--- config.mk ---
export PLATFORM = sky130hd
export DESIGN_NAME = cpu_control_fsm
export DESIGN_NICKNAME = d
export VERILOG_FILES = /design/src/rtl/cpu_ctrl_pkg.sv /design/src/rtl/mem_wait_timer.sv /design/src/rtl/cpu_control_fsm.sv
export SDC_FILE = /design/constraint.sdc
export NUM_CORES = 1
export LEC_CHECK = 0
export CAP_MARGIN = 15
export CORE_MARGIN = 2
export CORE_UTILIZATION = 30
export DETAILED_ROUTE_END_ITERATION = 16
export GPL_ROUTABILITY_DRIVEN = 0
export HOLD_SLACK_MARGIN = 0.05
export SYNTH_ARGS = -nofsm -noshare
export SYNTH_HDL_FRONTEND = slang
export SYNTH_SLANG_ARGS = --single-unit
--- constraint.sdc ---
create_clock -name clk -period 2.5 [get_ports clk]
set_input_delay 0.25 -clock clk [delete_from_list [all_inputs] [get_ports clk]]
set_output_delay 0.25 -clock clk [all_outputs]
set_load 0.02 [all_outputs]
--- src/rtl/cpu_ctrl_pkg.sv ---
// Shared encodings, state/class enums and the instruction classifier
// for the multi-cycle control sequencer.
package cpu_ctrl_pkg;

    localparam logic [3:0] OP_RTYPE = 4'b0000;
    localparam logic [3:0] OP_MEMJ  = 4'b0100;
    localparam logic [3:0] OP_ADD   = 4'b0101;
    localparam logic [3:0] OP_SUB   = 4'b1001;
    localparam logic [3:0] OP_CMP   = 4'b1011;
    localparam logic [3:0] OP_AND   = 4'b0001;
    localparam logic [3:0] OP_OR    = 4'b0010;
    localparam logic [3:0] OP_XOR   = 4'b0011;
    localparam logic [3:0] OP_MOV   = 4'b1101;
    localparam logic [3:0] OP_LSHI  = 4'b1000;
    localparam logic [3:0] OP_LUI   = 4'b1111;
    localparam logic [3:0] OP_BCOND = 4'b1100;

    localparam logic [3:0] EXT_LOAD  = 4'b0000;
    localparam logic [3:0] EXT_STOR  = 4'b0100;
    localparam logic [3:0] EXT_JAL   = 4'b1000;
    localparam logic [3:0] EXT_JCOND = 4'b1100;

    localparam logic [1:0] WB_ALU  = 2'd0;
    localparam logic [1:0] WB_MEM  = 2'd1;
    localparam logic [1:0] WB_LINK = 2'd2;

    typedef enum logic [2:0] {
        ST_FETCH, ST_DECODE, ST_EXEC, ST_MEM, ST_WB, ST_HALT, ST_FAULT
    } state_e;

    typedef enum logic [2:0] {
        CL_ALU, CL_ALU_FLAG, CL_CMP, CL_BRANCH, CL_JAL, CL_LOAD, CL_STOR, CL_ILLEGAL
    } class_e;

    function automatic logic imm_sel(input logic [3:0] op);
        return !(op == OP_RTYPE || op == OP_MEMJ);
    endfunction

    // Same ALU code space is shared by the R-type ext field and the immediate opcode.
    function automatic class_e alu_class(input logic [3:0] code);
        case (code)
            OP_ADD, OP_SUB:                 return CL_ALU_FLAG;
            OP_CMP:                         return CL_CMP;
            OP_AND, OP_OR, OP_XOR, OP_MOV:  return CL_ALU;
            default:                        return CL_ILLEGAL;
        endcase
    endfunction

    function automatic class_e classify(input logic [3:0] op, input logic [3:0] ext);
        if (op == OP_RTYPE) return alu_class(ext);
        if (op == OP_MEMJ) begin
            case (ext)
                EXT_LOAD:  return CL_LOAD;
                EXT_STOR:  return CL_STOR;
                EXT_JAL:   return CL_JAL;
                EXT_JCOND: return CL_BRANCH;
                default:   return CL_ILLEGAL;
            endcase
        end
        case (op)
            OP_LSHI, OP_LUI: return CL_ALU;
            OP_BCOND:        return CL_BRANCH;
            default:         return alu_class(op);
        endcase
    endfunction

endpackage

--- src/rtl/mem_wait_timer.sv ---
// Counts cycles a memory request has been waiting; flags the cycle whose
// increment would reach LIMIT so the sequencer can fault on the next edge.
module mem_wait_timer #(
    parameter int LIMIT = 16,
    parameter int W     = 5
) (
    input  logic clk,
    input  logic rst_n,
    input  logic clear_i,
    input  logic count_en_i,
    output logic expired_o
);

    localparam logic [W-1:0] LAST = W'(LIMIT - 1);

    logic [W-1:0] cnt_q, cnt_d;

    always_comb begin
        cnt_d = cnt_q;
        if (clear_i)         cnt_d = '0;
        else if (count_en_i) cnt_d = cnt_q + 1'b1;
    end

    always_ff @(posedge clk or negedge rst_n) begin
        if (!rst_n) cnt_q <= '0;
        else        cnt_q <= cnt_d;
    end

    assign expired_o = count_en_i && (cnt_q == LAST);

endmodule

--- src/rtl/cpu_control_fsm.sv ---
// Multi-cycle control sequencer: fetch, decode, execute, memory, writeback.
//   FETCH  | instruction read from PC address, ir_load on ack
//   DECODE | classify opcode, illegal encodings halt
//   EXEC   | ALU strobes, branches/jumps, CMP retires here
//   MEM    | data read/write at Rsrc address
//   WB     | register file write, PC increment
//   HALT   | illegal instruction, parked until reset
//   FAULT  | memory timeout, parked until reset
module cpu_control_fsm
    import cpu_ctrl_pkg::*;
#(
    parameter int MEM_TIMEOUT = 16,
    parameter int TMR_W       = 5
) (
    input  logic       clk,
    input  logic       rst_n,
    input  logic [3:0] opcode_i,
    input  logic [3:0] opcode_ext_i,
    input  logic       cond_met_i,
    input  logic       mem_ack_i,
    output logic       mem_req_o,
    output logic       mem_we_o,
    output logic       addr_sel_o,
    output logic       ir_load_o,
    output logic       s_o,
    output logic [3:0] alu_op_o,
    output logic       flag_we_o,
    output logic       reg_we_o,
    output logic [1:0] wb_sel_o,
    output logic       pc_inc_o,
    output logic       pc_load_o,
    output logic       halted_o,
    output logic       fault_o
);

    state_e state_q, state_d;
    class_e class_q, class_d;
    logic   tmr_clear, tmr_expired;

    assign s_o = imm_sel(opcode_i);

    mem_wait_timer #(.LIMIT(MEM_TIMEOUT), .W(TMR_W)) u_timer (
        .clk        (clk),
        .rst_n      (rst_n),
        .clear_i    (tmr_clear),
        .count_en_i (mem_req_o && !mem_ack_i),
        .expired_o  (tmr_expired)
    );

    always_ff @(posedge clk or negedge rst_n) begin
        if (!rst_n) begin
            state_q <= ST_FETCH;
            class_q <= CL_ALU;
        end else begin
            state_q <= state_d;
            class_q <= class_d;
        end
    end

    always_comb begin
        state_d    = state_q;
        class_d    = class_q;
        mem_req_o  = 1'b0;
        mem_we_o   = 1'b0;
        addr_sel_o = 1'b0;
        ir_load_o  = 1'b0;
        alu_op_o   = 4'd0;
        flag_we_o  = 1'b0;
        reg_we_o   = 1'b0;
        wb_sel_o   = WB_ALU;
        pc_inc_o   = 1'b0;
        pc_load_o  = 1'b0;
        halted_o   = 1'b0;
        fault_o    = 1'b0;
        // Strobes are gated by rst_n so a reset mid-request drops them without a clock.
        if (rst_n) begin
            case (state_q)
                ST_FETCH: begin
                    mem_req_o = 1'b1;
                    if (mem_ack_i) begin
                        ir_load_o = 1'b1;
                        state_d   = ST_DECODE;
                    end else if (tmr_expired) begin
                        state_d = ST_FAULT;
                    end
                end
                ST_DECODE: begin
                    class_d = classify(opcode_i, opcode_ext_i);
                    state_d = (class_d == CL_ILLEGAL) ? ST_HALT : ST_EXEC;
                end
                ST_EXEC: begin
                    alu_op_o = s_o ? opcode_i : opcode_ext_i;
                    case (class_q)
                        CL_ALU:      state_d = ST_WB;
                        CL_ALU_FLAG: begin flag_we_o = 1'b1; state_d = ST_WB; end
                        CL_CMP: begin
                            flag_we_o = 1'b1;
                            pc_inc_o  = 1'b1;
                            state_d   = ST_FETCH;
                        end
                        CL_BRANCH: begin
                            pc_load_o = cond_met_i;
                            pc_inc_o  = !cond_met_i;
                            state_d   = ST_FETCH;
                        end
                        CL_JAL: begin
                            reg_we_o  = 1'b1;
                            wb_sel_o  = WB_LINK;
                            pc_load_o = 1'b1;
                            state_d   = ST_FETCH;
                        end
                        CL_LOAD, CL_STOR: state_d = ST_MEM;
                        default:          state_d = ST_HALT;
                    endcase
                end
                ST_MEM: begin
                    mem_req_o  = 1'b1;
                    addr_sel_o = 1'b1;
                    mem_we_o   = (class_q == CL_STOR);
                    if (mem_ack_i) begin
                        if (class_q == CL_STOR) begin
                            pc_inc_o = 1'b1;
                            state_d  = ST_FETCH;
                        end else begin
                            state_d = ST_WB;
                        end
                    end else if (tmr_expired) begin
                        state_d = ST_FAULT;
                    end
                end
                ST_WB: begin
                    reg_we_o = 1'b1;
                    pc_inc_o = 1'b1;
                    wb_sel_o = (class_q == CL_LOAD) ? WB_MEM : WB_ALU;
                    state_d  = ST_FETCH;
                end
                ST_HALT:  halted_o = 1'b1;
                ST_FAULT: begin halted_o = 1'b1; fault_o = 1'b1; end
                default:  state_d = ST_HALT;
            endcase
        end
    end

    assign tmr_clear = (state_d != state_q) && (state_d == ST_FETCH || state_d == ST_MEM);

endmodule

==> metrics.md <==
| Metric | Value |
|---|---|
| Synthesized cell area | 1230 um^2 |
| Result of the run | completed |
| Most frequent standard cell in the layout excluding fill and tap cells | clkdlybuf4s50_1 |
| Unique cell type count in the Yosys netlist | ~50 |
| Part of the power in combinational logic | roughly three fifths |
| Sort of element at the end of the critical path | output port |
| Floorplan row count | 23 |
| Count of maximum capacitance violations | 0 |
| Wire per inst | between 10 and 15 um |
| Crit path buf inv count | 2 |
| Critical Path Fanout Max | 5 |
| Cell with the most instances on the worst path | clkdlybuf4s50_1 |
| Final Hold Vio Count | 0 |
| Residual DRC count | 0 |
| Reg-to-reg slack, setup | around 0.24 ns |
| Antenna violations before repair | 0 |
| Family with the most delay on the worst path | buffers and inverters |
| HPWL after detailed placement | about 2.2 mm |
| Total core area | 3970 um^2 |
| Total die area | about 4600 um^2 |
| Critical path startpoint category | primary input |
| Count of vias placed by the detailed router | roughly 1.2k |
| # H-tree levels | 1 |
| Maximum clock frequency | 429 MHz |
| Initial core utilization | 30.9% |
| Net total in the final layout | ~200 |
| Data required time at the worst endpoint | 2.25 ns |
| Measured slew at the worst slew-check pin | just over 0.4 ns |
| I/O pins | 29 |
| Relative max-transition margin | around 72% |
| Clock root buffer master | clkbuf_8 |
| Type of the tightest min-delay check | primary input to async pin |
| Pin count of the biggest net entering global routing | 17 |
| Number of instances in the synthesized netlist | 156 |
| Total setup buffers inserted after CTS | 0 |
| Worst Path Class, Setup | primary input to output port |
| CTS tree | done |
| Final clock period utilization by the worst path | between 90% and 100% |
| First drt pass iteration count | 4 |
| Average vias per placed instance | approximately 5 |
| Portion of total power attributed to the clock network | roughly an eighth |
| Clk Latency, worst-skew pair | approximately 0.23 ns |
| Fraction of power spent switching nets | ~47% |
| Maximum single-stage delay on the critical path | approximately 0.62 ns |
| Slowest cell on the critical path | clkdlybuf4s50_1 |
| Number of routed nets with antenna violations | 0 |
| Number of warnings printed during yosys synthesis | 0 |
| Areal power density over the cells | 835 nW/um^2 |
| Total of hold buffers inserted after clock tree synthesis | 0 |
| Die W | around 68 um |
| Post-synthesis register bit count | 11 |
| Final setup violation count | 0 |
| Share of flip-flops with an asynchronous set or reset | 100% |
| Aggregate global routing overflow | 0 |
| Fraction of final layout cells sized beyond drive strength 1 | around a fifth |
| Predominant post-synthesis flop cell | dfrtp_1 |
| Internal power | between 0.7 and 0.8 mW |
| Fin cells | 236 |
| Total clock buffers created by CTS | 3 |
| Y dimension of the die | approximately 68 um |
| Number of enable flip-flop cells after synthesis | 0 |
| Worst Skew | 0.00305 ns |
| Total Neg Setup Slack | 0 ns |
| Layout overhead on the synthesized area | 30.6% |
| Buffer depth of the longest clock path | 2 |
| Final antenna diode count | 0 |
| Total track usage | 13.7% |
| Port Buffers | 28 |
| Clock period minus final worst setup slack | 2.33 ns |
| Vias in the first global route | 1092 |
| Sequential share of power | 26.8% |
| RSZ-0062 raised after global routing | no |
| Arrival @ worst endpoint | around 2.1 ns |
| Clock-pin slew of the registers on the worst-case setup and hold paths | around 0.050 ns |
| Sequential cell area fraction in the yosys report | ~22% |
| Final max-slew violation count | 0 |
| Max IR drop VDD | 0.000239 V |
| Clock net sink count | 11 |
| Syn Nets | 170 |
| Highest-count cells in the layout ignoring fill and taps | clkdlybuf4s50_1, nor2_1, a21oi_1 |
| Net Sw Power | 0.624 mW |
| Global-route wire length before repair | approximately 5 mm |
| Cell count after placement | 232 |
| Average size of a mapped cell | 7.86 um^2 |
| Reported leakage power | a little over 0.6 nW |
| Final routed wirelength across all metal layers | just under 3 mm |
| Number of design-rule violations left by the first detailed-router iteration | 54 |
| Critical Path, Cell by Cell | clkdlybuf4s50_1 > nand2b_1 > nor2_1 > nand2_1 > nor3_1 > o21bai_1 > clkdlybuf4s50_1 |
## layout make-up
class	instances	area (um^2)
clock buffer	4	45.0
fill	429	2370
inverter	5	18.8
multi-input combinational	128	845
sequential	11	275
tap	50	62.6
timing repair buffer	38	355
## metrics by stage
step / util [%] / hold slack [ns] / cell area, um^2 / total power, mW / worst slack [ns]
final: 40.3 / 0.446 / 1600 / 1.34 / 0.170
after global routing: 40.3 / 0.509 / 1600 / 1.47 / 0.0154
after CTS: 40.3 / 0.465 / 1600 / 1.35 / 0.137
after detailed placement: 39.2 / 0.566 / 1560 / 1.16 / 0.0388
after global placement: 39.2 / 0.553 / 1560 / 1.16 / 0.0522
after floorplan: - / -0.0456 / 1230 / 0.953 / 0.424
## path summary, 6_finish.rpt
| kind | to | start | cells past startpoint |
|---|---|---|---|
| worst max register to register | u_timer.cnt_q[0] | u_timer.cnt_q[0] | 10 |
| max in group asynchronous | u_timer.cnt_q[0] | rst_n | 2 |
| worst max-delay path | reg_we_o | rst_n | 7 |
| worst min register to register | u_timer.cnt_q[3] | u_timer.cnt_q[3] | 2 |
| worst min-delay path | state_q[2] | rst_n | 2 |
| min in group clk | u_timer.cnt_q[3] | u_timer.cnt_q[3] | 2 |
## sequential cells by signal, summed over array words and instances, names as in the netlist
name           cells
u_timer.cnt_q      5
state_q            3
class_q            3
## synthesized netlist by cell type (2+ instances only)
library cell / count / area share [%]
o211ai_1: 2 / 1.2
ha_1: 2 / 2.0
clkbuf_1: 6 / 1.8
a31oi_1: 3 / 1.5
nor3b_1: 2 / 1.2
xnor2_1: 2 / 1.4
dfrtp_1: 11 / 22
nor3_1: 4 / 1.6
nand2b_1: 5 / 2.6
xor2_1: 5 / 3.6
nand2_1: 14 / 4.3
o21ai_2: 2 / 1.4
buf_6: 3 / 2.8
a21oi_1: 15 / 6.1
nand3b_1: 2 / 1.2
nand3_1: 4 / 1.6
inv_1: 4 / 1.2
o21ai_0: 9 / 3.7
nand4_1: 2 / 1.0
a22o_1: 2 / 1.4
and3_1: 5 / 2.6
nor2b_1: 5 / 2.6
a21oi_2: 3 / 2.1
nor2_1: 16 / 4.9
o21ai_1: 2 / 0.82
## routing by layer
layer / GRT usage (%) / routed length [um] / up-vias
met4: 3.75 / 28 / 0
met1: 18.7 / 1380 / 525
li1: - / - / 611
met5: 0 / 0 / -
met3: 1.48 / 108 / 2
met2: 22.9 / 1360 / 28
## repair_timing
item / CTS / global route
endpoints found under the hold margin: 0 / 0
endpoints found under the setup margin: 0 / 1
resized for setup: 0 / 1
## cells by family (layout without fill, tap and decap cells)
kind of cell             after synthesis  count (layout)  share of synthesized area, %
flip-flops                            11              11                          22.4
buffers and inverters                 17              47                          8.77
AND/OR/NAND/NOR                       69              69                          30.8
AO/OA/AOI/OAI                         48              48                          28.8
XOR/XNOR                               8               8                          6.33
adder cells (fa/ha/maj)                2               2                          2.04
multiplexers                           1               1                         0.816
## power by group through the flow
stage	Sequential (mW)	Combinational, mW	Clock [mW]
finish	0.359	0.802	0.177
global route	0.375	0.905	0.193
CTS	0.357	0.809	0.183
detailed placement	0.360	0.804	0
global placement	0.360	0.799	0
floorplan	0.272	0.681	0
Note: power is estimated with default switching activity, not from simulation.
